### src/rtl/mem_access_if.sv
// Data-memory request/acknowledge bus between the MEM stage and the data memory.
interface mem_access_if;
    logic        dmem_req;
    logic        dmem_we;
    logic [31:0] dmem_addr;
    logic [31:0] dmem_wdata;
    logic        dmem_ack;
    logic [31:0] dmem_rdata;

    modport master (
        output dmem_req, dmem_we, dmem_addr, dmem_wdata,
        input  dmem_ack, dmem_rdata
    );

    modport slave (
        input  dmem_req, dmem_we, dmem_addr, dmem_wdata,
        output dmem_ack, dmem_rdata
    );
endinterface

### src/rtl/mem_access.sv
// MEM pipeline stage: IDLE/BUSY/DONE handshake with a variable-latency data memory.
// Optional BUSY timeout abort is enabled by defining MEM_TIMEOUT_EN.
module mem_access #(
    parameter int TIMEOUT_CYCLES = 16
) (
    input  logic        Clk,
    input  logic        reset,
    input  logic        regwrite_in,
    input  logic        memtoreg_in,
    input  logic        memread_in,
    input  logic        memwrite_in,
    input  logic [31:0] alures_in,
    input  logic [31:0] read_data_2_in,
    input  logic [4:0]  mux_1_in,
    mem_access_if.master dmem,
    output logic        mem_stall,
    output logic        regwrite_out,
    output logic        memtoreg_out,
    output logic [31:0] mem_data_out,
    output logic [31:0] alures_out,
    output logic [4:0]  mux_1_out,
    output logic        misalign_err,
    output logic        timeout_err
);
    typedef enum logic [1:0] {IDLE, BUSY, DONE} state_t;

    state_t      state_q, state_d;
    logic        mem_op, aligned, issue, ack_hit, tmo_hit, tmo_q;

    logic        req_q, we_q;
    logic [31:0] addr_q, wdata_q, rdata_q;
    logic        h_regwrite_q, h_memtoreg_q, h_memread_q;
    logic [31:0] h_alures_q;
    logic [4:0]  h_mux_q;

    logic        wb_regwrite_d, wb_memtoreg_d, wb_misalign_d, wb_timeout_d;
    logic [31:0] wb_data_d, wb_alures_d;
    logic [4:0]  wb_mux_d;
    logic        wb_regwrite_q, wb_memtoreg_q, wb_misalign_q, wb_timeout_q;
    logic [31:0] wb_data_q, wb_alures_q;
    logic [4:0]  wb_mux_q;

    assign mem_op  = memread_in | memwrite_in;
    assign aligned = (alures_in[1:0] == 2'b00);
    assign issue   = (state_q == IDLE) && mem_op && aligned;
    assign ack_hit = (state_q == BUSY) && dmem.dmem_ack;

`ifdef MEM_TIMEOUT_EN
    localparam int CNT_W = $clog2(TIMEOUT_CYCLES + 1);
    logic [CNT_W-1:0] cnt_q, cnt_inc;

    assign cnt_inc = cnt_q + 1'b1;
    assign tmo_hit = (state_q == BUSY) && !dmem.dmem_ack && (cnt_inc == CNT_W'(TIMEOUT_CYCLES));

    always_ff @(posedge Clk or negedge reset) begin
        if (!reset) begin
            cnt_q <= '0;
            tmo_q <= 1'b0;
        end else if (issue) begin
            cnt_q <= '0;
            tmo_q <= 1'b0;
        end else if (state_q == BUSY && !dmem.dmem_ack) begin
            cnt_q <= cnt_inc;
            tmo_q <= tmo_hit;
        end
    end
`else
    assign tmo_hit = 1'b0;
    assign tmo_q   = 1'b0;
`endif

    always_ff @(posedge Clk or negedge reset) begin
        if (!reset) state_q <= IDLE;
        else        state_q <= state_d;
    end

    always_comb begin
        state_d = state_q;
        case (state_q)
            IDLE:    if (issue) state_d = BUSY;
            BUSY:    if (ack_hit || tmo_hit) state_d = DONE;
            DONE:    state_d = IDLE;
            default: state_d = IDLE;
        endcase
    end

    // Anything other than a completing op or a non-issuing IDLE op writes a bubble.
    always_comb begin
        mem_stall     = reset & (issue | (state_q == BUSY));
        wb_regwrite_d = 1'b0;
        wb_memtoreg_d = 1'b0;
        wb_misalign_d = 1'b0;
        wb_timeout_d  = 1'b0;
        wb_data_d     = '0;
        wb_alures_d   = '0;
        wb_mux_d      = '0;
        case (state_q)
            IDLE: if (!mem_op || !aligned) begin
                wb_regwrite_d = regwrite_in & ~mem_op;
                wb_memtoreg_d = memtoreg_in;
                wb_alures_d   = alures_in;
                wb_mux_d      = mux_1_in;
                wb_misalign_d = mem_op;
            end
            DONE: begin
                wb_regwrite_d = h_regwrite_q & ~tmo_q;
                wb_memtoreg_d = h_memtoreg_q;
                wb_alures_d   = h_alures_q;
                wb_mux_d      = h_mux_q;
                wb_data_d     = (h_memread_q && !tmo_q) ? rdata_q : 32'h0;
                wb_timeout_d  = tmo_q;
            end
            default: ;
        endcase
    end

    always_ff @(posedge Clk or negedge reset) begin
        if (!reset) begin
            req_q        <= 1'b0;
            we_q         <= 1'b0;
            addr_q       <= '0;
            wdata_q      <= '0;
            rdata_q      <= '0;
            h_regwrite_q <= 1'b0;
            h_memtoreg_q <= 1'b0;
            h_memread_q  <= 1'b0;
            h_alures_q   <= '0;
            h_mux_q      <= '0;
        end else if (issue) begin
            req_q        <= 1'b1;
            we_q         <= memwrite_in;
            addr_q       <= alures_in;
            wdata_q      <= read_data_2_in;
            h_regwrite_q <= regwrite_in;
            h_memtoreg_q <= memtoreg_in;
            h_memread_q  <= memread_in;
            h_alures_q   <= alures_in;
            h_mux_q      <= mux_1_in;
        end else if (ack_hit || tmo_hit) begin
            req_q <= 1'b0;
            if (ack_hit) rdata_q <= dmem.dmem_rdata;
        end
    end

    always_ff @(posedge Clk or negedge reset) begin
        if (!reset) begin
            wb_regwrite_q <= 1'b0;
            wb_memtoreg_q <= 1'b0;
            wb_misalign_q <= 1'b0;
            wb_timeout_q  <= 1'b0;
            wb_data_q     <= '0;
            wb_alures_q   <= '0;
            wb_mux_q      <= '0;
        end else begin
            wb_regwrite_q <= wb_regwrite_d;
            wb_memtoreg_q <= wb_memtoreg_d;
            wb_misalign_q <= wb_misalign_d;
            wb_timeout_q  <= wb_timeout_d;
            wb_data_q     <= wb_data_d;
            wb_alures_q   <= wb_alures_d;
            wb_mux_q      <= wb_mux_d;
        end
    end

    assign dmem.dmem_req   = req_q;
    assign dmem.dmem_we    = we_q;
    assign dmem.dmem_addr  = addr_q;
    assign dmem.dmem_wdata = wdata_q;

    assign regwrite_out = wb_regwrite_q;
    assign memtoreg_out = wb_memtoreg_q;
    assign mem_data_out = wb_data_q;
    assign alures_out   = wb_alures_q;
    assign mux_1_out    = wb_mux_q;
    assign misalign_err = wb_misalign_q;
    assign timeout_err  = wb_timeout_q;
endmodule

### src/flat_wrapper.sv
// flat-port wrapper written by rule: the top's interface ports become plain ports
module mem_access_flat 
#(
    parameter int TIMEOUT_CYCLES = 16
)
  (Clk, reset, regwrite_in, memtoreg_in, memread_in, memwrite_in, alures_in, read_data_2_in, mux_1_in, mem_stall, regwrite_out, memtoreg_out, mem_data_out, alures_out, mux_1_out, misalign_err, timeout_err, dmem_dmem_req, dmem_dmem_we, dmem_dmem_addr, dmem_dmem_wdata, dmem_dmem_ack, dmem_dmem_rdata);
  mem_access_if dmem_i ();
  input  logic Clk;
  input  logic reset;
  input  logic regwrite_in;
  input  logic memtoreg_in;
  input  logic memread_in;
  input  logic memwrite_in;
  input  logic [31:0] alures_in;
  input  logic [31:0] read_data_2_in;
  input  logic [4:0] mux_1_in;
  output logic mem_stall;
  output logic regwrite_out;
  output logic memtoreg_out;
  output logic [31:0] mem_data_out;
  output logic [31:0] alures_out;
  output logic [4:0] mux_1_out;
  output logic misalign_err;
  output logic timeout_err;
  output wire logic [$bits(dmem_i.dmem_req)-1:0] dmem_dmem_req;
  output wire logic [$bits(dmem_i.dmem_we)-1:0] dmem_dmem_we;
  output wire logic [$bits(dmem_i.dmem_addr)-1:0] dmem_dmem_addr;
  output wire logic [$bits(dmem_i.dmem_wdata)-1:0] dmem_dmem_wdata;
  input wire logic [$bits(dmem_i.dmem_ack)-1:0] dmem_dmem_ack;
  input wire logic [$bits(dmem_i.dmem_rdata)-1:0] dmem_dmem_rdata;
  assign dmem_dmem_req = dmem_i.dmem_req;
  assign dmem_dmem_we = dmem_i.dmem_we;
  assign dmem_dmem_addr = dmem_i.dmem_addr;
  assign dmem_dmem_wdata = dmem_i.dmem_wdata;
  assign dmem_i.dmem_ack = dmem_dmem_ack;
  assign dmem_i.dmem_rdata = dmem_dmem_rdata;
  mem_access #(.TIMEOUT_CYCLES(TIMEOUT_CYCLES)) u_core (.Clk(Clk), .reset(reset), .regwrite_in(regwrite_in), .memtoreg_in(memtoreg_in), .memread_in(memread_in), .memwrite_in(memwrite_in), .alures_in(alures_in), .read_data_2_in(read_data_2_in), .mux_1_in(mux_1_in), .dmem(dmem_i), .mem_stall(mem_stall), .regwrite_out(regwrite_out), .memtoreg_out(memtoreg_out), .mem_data_out(mem_data_out), .alures_out(alures_out), .mux_1_out(mux_1_out), .misalign_err(misalign_err), .timeout_err(timeout_err));
endmodule
### config.mk
export PLATFORM = sky130hd
export DESIGN_NAME = mem_access_flat
export DESIGN_NICKNAME = d
export VERILOG_FILES = /design/src/rtl/mem_access_if.sv /design/src/rtl/mem_access.sv /design/src/flat_wrapper.sv
export SDC_FILE = /design/constraint.sdc
export NUM_CORES = 1
export LEC_CHECK = 0
export CAP_MARGIN = 30
export CORE_MARGIN = 4
export CORE_UTILIZATION = 44
export DETAILED_ROUTE_END_ITERATION = 12
export MAX_ROUTING_LAYER = met4
export PLACE_DENSITY = 0.8
export REMOVE_ABC_BUFFERS = 1
export SKIP_CTS_REPAIR_TIMING = 1
export SLEW_MARGIN = 20
export SYNTH_ARGS = -nofsm -noshare
export SYNTH_HDL_FRONTEND = slang
export SYNTH_SLANG_ARGS = --single-unit
### constraint.sdc
create_clock -name Clk -period 2 [get_ports Clk]
set_input_delay 0.6 -clock Clk [delete_from_list [all_inputs] [get_ports Clk]]
set_output_delay 0.6 -clock Clk [all_outputs]
set_load 0.02 [all_outputs]
==> parameters.txt, run 1 <==
Parameter                              Value

Run status
  Result of the run    finished, final reports clean

Yosys
  Top cells by area in the synthesized netlist    dfrtp_1 68%, mux2_2 10%, mux2_4 7.9%
  Syn Std Cell Area    roughly 6700 sq um
  Fraction of synthesized cell area taken by the top area cell type    0.676
  Most used standard cell by instance count after synthesis    dfrtp_1
  Most frequent cells after synthesis    180 x dfrtp_1, 62 x mux2_2, 36 x a22o_1, 35 x mux2_4, 32 x and3_1
  Cell type with the highest aggregate area in the netlist    dfrtp_1
  Distinct cell type count after synthesis    28
  Dominant register cell in the synthesized netlist    dfrtp_1
  Fraction of registers with async set or reset after synthesis    1.00
  Number of enable flip-flop cells after synthesis    0
  Synthesized netlist cell count    slightly above 400
  Syn_area_per_cell    roughly 17 sq um
  Flip-flop and latch count after synthesis    between 150 and 200
  Sequential fraction of the synthesis area    0.676
  Yosys Warn Count    0

Cells and area
  Fraction of layout cells with a size suffix above 1    0.234
  Final-stage net count    ~770
  Antenna cells    0
  Fill cell total of the finished layout    a little under 1000
  Final design instance area without fill    ~10000 sq um
  Area growth from synthesis to layout    54.2%

Global routing
  Sum of overflow across all layers after global routing    0
  Pin count of the biggest net entering global routing    roughly 180
  First-pass GRT wire length    approximately 24000 microns
  Overall track demand over capacity in global routing    0.192
  Initial antenna violation count    0
  Vias in the first global route    ~4600

Critical path
  CP Max Fanout    4
  Cell breakdown of the critical path    nor2_4, nand3_4, a21boi_2, buf_6
  Endpoint type of the worst setup path    output port
  Worst setup path class    reg2out
  Crit path arrival time    between 1000 and 1500 ps
  Critical Path Source Type    register
  Required @ worst endpoint    1400 ps
  Cell type of the slowest stage on the worst timing path    dfrtp_2
  Buf+Inv Stages, Crit Path    1
  CP max stage delay    roughly 440 ps
  Cell family with most CP delay    flip-flops

Timing
  Final cycle utilization of the critical path    0.996
  Skew final    7.18 ps
  Minimum clock period after layout    approximately 2000 ps
  Unrepaired setup endpoints after global routing    yes
  Maximum clock frequency    between 500 and 600 MHz
  Tightest Pin Transition    a little under 1000 ps
  Final number of setup-violating endpoints    0
  Normalized max-slew margin    0.352
  Setup total negative slack    0 ps
  Hold violation count in the final report    0
  Final Slew Violations    0

Clock tree
  Clock tree sinks    180
  TritonCTS clock tree    done
  Clock slew at the register clock pins of the worst setup and hold paths    ~60 ps
  CTS Buf Count    17
  Skew-Pair Late Insertion Delay    between 400 and 500 ps
  Clk Tree Root Cell    clkbuf_16
  Maximum clock path buffer count    2
  Depth of the CTS H-tree    4

Power and ir drop
  Static power due to leakage    5.88 nW
  Peak VDD IR    about 0.6 mV
  Total power density per cell area    1110 nW/um^2

Placed design
  Quantity of I/O buffers inserted on ports    ~250
  Post-DP HPWL    11300 microns
  DP Area    roughly 9400 sq um
  Routability congestion estimate from global placement    0.803

Detailed routing
  Routed via count divided by cell count    approximately 5
  Routed WL    16500 microns
  Vias    approximately 4300
  DR pass1 iterations    4
  Post-DR wirelength/cell    slightly below 20 microns
  Number of violations reported at the end of detailed-routing iteration 0    around 170
  Residual DRC count    0
  Routed Antenna Nets    0

Die
  # IOs    ~250
  Placement Rows    44
  Area of the core    between 10000 and 15000 sq um
  DIE HEIGHT    131 microns
  Width of the die    roughly 130 microns
  Die Outline Area    roughly 17000 sq um
  Starting density of the core    0.453

Run
  Max-capacitance violation count    0

Worst hold path
  Path class of the lowest-slack min-delay path    in2async
## metrics by stage
stage / power [mW] / hold slack [ps] / setup WS [ps] / instances / util
2_1_floorplan: 6.51 / 304 / -1730 / 376 / -
3_3_place_gp: 8.13 / 464 / -812 / 824 / 0.639
3_5_place_dp: 8.26 / 475 / -806 / 824 / 0.639
4_1_cts: 11.6 / 46.2 / -798 / 856 / 0.680
5_1_grt: 11.9 / 37.3 / -66.1 / 856 / 0.699
6_report: 11.4 / 57.0 / 8.04 / 856 / 0.699
## cell type report
class / instances / area, sq um / share of cell area
Inverter: 1 / 3.75 / 0.000365
Tap cell: 184 / 230 / 0.0224
Timing Repair Buffer: 264 / 2940 / 0.286
Clock buffer: 21 / 470 / 0.0458
Sequential cell: 180 / 4510 / 0.438
Clock inverter: 11 / 126 / 0.0123
Multi-Input combinational cell: 195 / 2010 / 0.195
## logic make-up (layout without fill, tap and decap cells)
family | count (synthesis) | in the layout | synth area share
compound gates | 40 | 40 | 0.0527
buf+inv | 28 | 297 | 0.0263
flops | 180 | 180 | 0.676
mux | 105 | 105 | 0.197
other cells | 1 | 1 | 0.000563
simple gates | 49 | 49 | 0.0479
## power by group
part	total (mW)	switching, mW	internal, mW
combinational	3.17	1.43	1.75
sequential	4.91	0.464	4.45
clock	3.31	1.36	1.94
## worst paths after layout
kind                                                from                                      to  slack [ps]  depth (start not counted)
min reg2reg                u_core.rdata_q[6]$_DFFE_PN0P_           u_core.rdata_q[6]$_DFFE_PN0P_         490                          1
max reg2reg                u_core.state_q[0]$_DFFE_PN0P_  u_core.dmem.dmem_wdata[31]$_DFFE_PN0P_         250                          5
max in group asynchronous                          reset           u_core.state_q[1]$_DFFE_PN0P_         780                          3
max                        u_core.state_q[1]$_DFFE_PN0P_                               mem_stall           8                          4
min in group Clk           u_core.rdata_q[6]$_DFFE_PN0P_           u_core.rdata_q[6]$_DFFE_PN0P_         490                          1
min                                                reset        u_core.mem_data_out[5]$_DFF_PN0_          60                          2
## cells in the final DEF (no fill, tap or decap), types with 2 or more instances in the layout
master,count
and3_1,32
clkdlybuf4s50_1,136
dlymetal6s2s_1,108
and2_1,2
mux2i_1,2
nor2_4,2
buf_4,12
a22o_1,36
clkinvlp_4,7
clkbuf_8,3
clkbuf_16,17
dfrtp_1,179
buf_6,3
mux2_1,6
buf_12,5
nor2_1,4
nand2_1,3
mux2_2,62
mux2_4,35
bufinv_16,2
## flip-flops by register name (all words and copies together) (netlist names), 2 cells and up
name                    count
u_core.mem_data_out        32
u_core.rdata_q             32
u_core.h_mux_q              5
u_core.h_alures_q          32
u_core.alures_out          32
u_core.dmem.dmem_wdata     32
u_core.state_q              2
u_core.mux_1_out            5
## metal layers
metal / GRT usage / wire length, microns
met5: - / 0
met4: 0.0756 / 314
met3: 0.0620 / 1320
met2: 0.310 / 8640
met1: 0.223 / 6260
Power figures use the tool's default switching activity.
==> run 2: changes to the inputs <==
--- a/config.mk
+++ b/config.mk
@@ -6,11 +6,12 @@
 export NUM_CORES = 1
 export LEC_CHECK = 0
 export CAP_MARGIN = 30
+export CORE_ASPECT_RATIO = 1.25
 export CORE_MARGIN = 4
-export CORE_UTILIZATION = 44
+export CORE_UTILIZATION = 40
 export DETAILED_ROUTE_END_ITERATION = 12
 export MAX_ROUTING_LAYER = met4
-export PLACE_DENSITY = 0.8
+export PLACE_DENSITY = 0.76
 export REMOVE_ABC_BUFFERS = 1
 export SKIP_CTS_REPAIR_TIMING = 1
 export SLEW_MARGIN = 20
==> constraint.sdc (replaced) <==
create_clock -name Clk -period 1.7 [get_ports Clk]
set_input_delay 0.17 -clock Clk [delete_from_list [all_inputs] [get_ports Clk]]
set_output_delay 0.17 -clock Clk [all_outputs]
set_load 0.02 [all_outputs]
==> run 2 against run 1 <==
  * The flow now finishes with violations (negative hold slack)
  * Global-route usage down 0.93 points
  * Die area grew 9.5%
  * Power grew 18%
  * Non-clock buffer count rose by 2
  * Register-to-register slack worse by 60 ps
  * First-iteration DRC count down 15%
==> parameters.txt, run 2 (synthesis results as in run 1) <==
Parameter                              Value

Die
  Placement Rows    52
  DIE HEIGHT    between 150 and 200 microns
  Area of the core    roughly 16000 sq um
  Starting density of the core    0.410
  Width of the die    123 microns
  # IOs    about 250
  Die Outline Area    about 19000 sq um

Run
  Max-capacitance violation count    0

Critical path
  Required @ worst endpoint    around 1500 ps
  Worst setup path class    reg2out
  CP Max Fanout    3
  Cell breakdown of the critical path    clkdlybuf4s50_1
  Source of the worst register-to-register timing path    u_core.state_q[0]$_DFFE_PN0P_
  Critical Path Source Type    register
  Cell family with most CP delay    buffers and inverters
  Worst R2R Setup Slack    roughly 190 ps
  Cell type of the slowest stage on the worst timing path    clkdlybuf4s50_1
  Endpoint type of the worst setup path    output port
  Crit path arrival time    around 1400 ps
  Buf+Inv Stages, Crit Path    1
  Worst R2R Path Depth    5
  CP max stage delay    660 ps
  Capture instance of the worst register-to-register path    u_core.dmem.dmem_wdata[12]$_DFFE_PN0P_

Cells and area
  Fill cell total of the finished layout    1247
  Area of combinational cells with multiple inputs    about 2000 sq um
  Fraction of layout cells with a size suffix above 1    0.236
  Most common library cell in the layout ignoring fill and taps    clkdlybuf4s50_1
  Antenna cells    0
  Register area    around 4500 sq um
  Top library cells by usage in the layout, fill and taps aside    244 x clkdlybuf4s50_1, 179 x dfrtp_1, 62 x mux2_2, 36 x a22o_1, 35 x mux2_4
  Final core occ    0.618
  Final-stage net count    ~770
  Area growth from synthesis to layout    50.9%

Power and ir drop
  Total power density per cell area    1340 nW/um^2
  Switching share of power    0.294
  Sequential power share    0.430
  Part of the total power dissipated in the clock network    0.286
  Switching power summed over all nets    between 3 and 4 mW
  Combinational fraction of design power    0.284
  Static power due to leakage    about 4.7 nW
  Cell Int Power    between 9 and 10 mW
  Peak VDD IR    roughly 0.62 mV

Timing
  Maximum clock frequency    approximately 620 MHz
  Normalized max-slew margin    0.257
  Final hold slack    -204 ps
  Final Slew Violations    0
  Minimum clock period after layout    about 1600 ps
  Final cycle utilization of the critical path    0.943
  Tightest Pin Transition    about 1100 ps
  Skew final    6.07 ps
  Hold violation count in the final report    between 70 and 80
  Setup total negative slack    0 ps
  Unrepaired setup endpoints after global routing    no
  Final number of setup-violating endpoints    0

Clock tree
  TritonCTS clock tree    done
  Maximum clock path buffer count    2
  Depth of the CTS H-tree    4
  CTS Buf Count    17
  Clock slew at the register clock pins of the worst setup and hold paths    70 ps
  Clk Tree Root Cell    clkbuf_16
  Skew-Pair Late Insertion Delay    420 ps
  Clock tree sinks    180

Placed design
  Quantity of I/O buffers inserted on ports    246
  Post-DP HPWL    11700 microns
  Routability congestion estimate from global placement    about 0.8

Detailed routing
  Routed via count divided by cell count    4.86
  Vias    between 4000 and 5000
  Post-DR wirelength/cell    approximately 18 microns
  DR pass1 iterations    4
  Routed Antenna Nets    0
  Residual DRC count    0
  Routed WL    between 15000 and 20000 microns
  Number of violations reported at the end of detailed-routing iteration 0    148

Global routing
  First-pass GRT wire length    approximately 26000 microns
  Vias in the first global route    4860
  Sum of overflow across all layers after global routing    0
  Initial antenna violation count    0
  Pin count of the biggest net entering global routing    between 150 and 200
  Overall track demand over capacity in global routing    0.182

Worst hold path
  Path class of the lowest-slack min-delay path    in2async

Run status
  Violated checks    negative hold slack
  Result of the run    finished, violations left
==> run 2: cell type report <==
class	count	area share
repair buffers	266	0.268
flip-flops and latches	180	0.448
clock buffers	18	0.0437
inverters	1	0.000373
well taps	216	0.0269
multi-input cells	195	0.199
clock inverters	14	0.0143
==> run 2: routing by layer <==
layer | global-route usage | up-vias | wire length, microns | part of all wire
met4 | 0.0718 | 0 | 422 | 0.026
met2 | 0.294 | 173 | 8180 | 0.50
li1 | - | 1940 | - | -
met5 | - | - | 0 | 0
met3 | 0.0665 | 32 | 1520 | 0.093
met1 | 0.205 | 2176 | 6240 | 0.38
==> run 2: stage by stage <==
step                      hold WS [ps]  area [sq um]  power (mW)  std cells  worst slack (ps)
after floorplan                   -126          6490        7.65        376             -1390
after global placement             457          9480        9.59        858              -170
after detailed placement           462          9480        9.74        858              -173
after CTS                         6.59         10100        13.7        890              -395
after global routing              21.7         10100        14.1        890              20.7
final                             -204         10100        13.5        890              97.2
==> run 2: how the worst max path moves through the flow <==
stage               cells past startpoint  slack, ps                              start                                end
floorplan                               3      -1390      u_core.state_q[1]$_DFFE_PN0P_                          mem_stall
global placement                        5       -170                       alures_in[1]                          mem_stall
detailed placement                      6       -170                        memwrite_in  u_core.h_alures_q[27]$_DFFE_PN0P_
CTS                                     4       -390      u_core.state_q[1]$_DFFE_PN0P_                          mem_stall
global route                            1         20  u_core.h_alures_q[25]$_DFFE_PN0P_                 dmem_dmem_addr[25]
finish                                  1        100  u_core.h_alures_q[24]$_DFFE_PN0P_                 dmem_dmem_addr[24]
==> run 2: power by group through the flow <==
| stage | clock (mW) | sequential [mW] | combinational [mW] |
|---|---|---|---|
| finish | 3.86 | 5.79 | 3.82 |
| global route | 4.15 | 5.91 | 4.05 |
| CTS | 3.98 | 5.80 | 3.88 |
| detailed placement | 0 | 5.88 | 3.87 |
| global placement | 0 | 5.81 | 3.78 |
| floorplan | 0 | 6.50 | 1.15 |
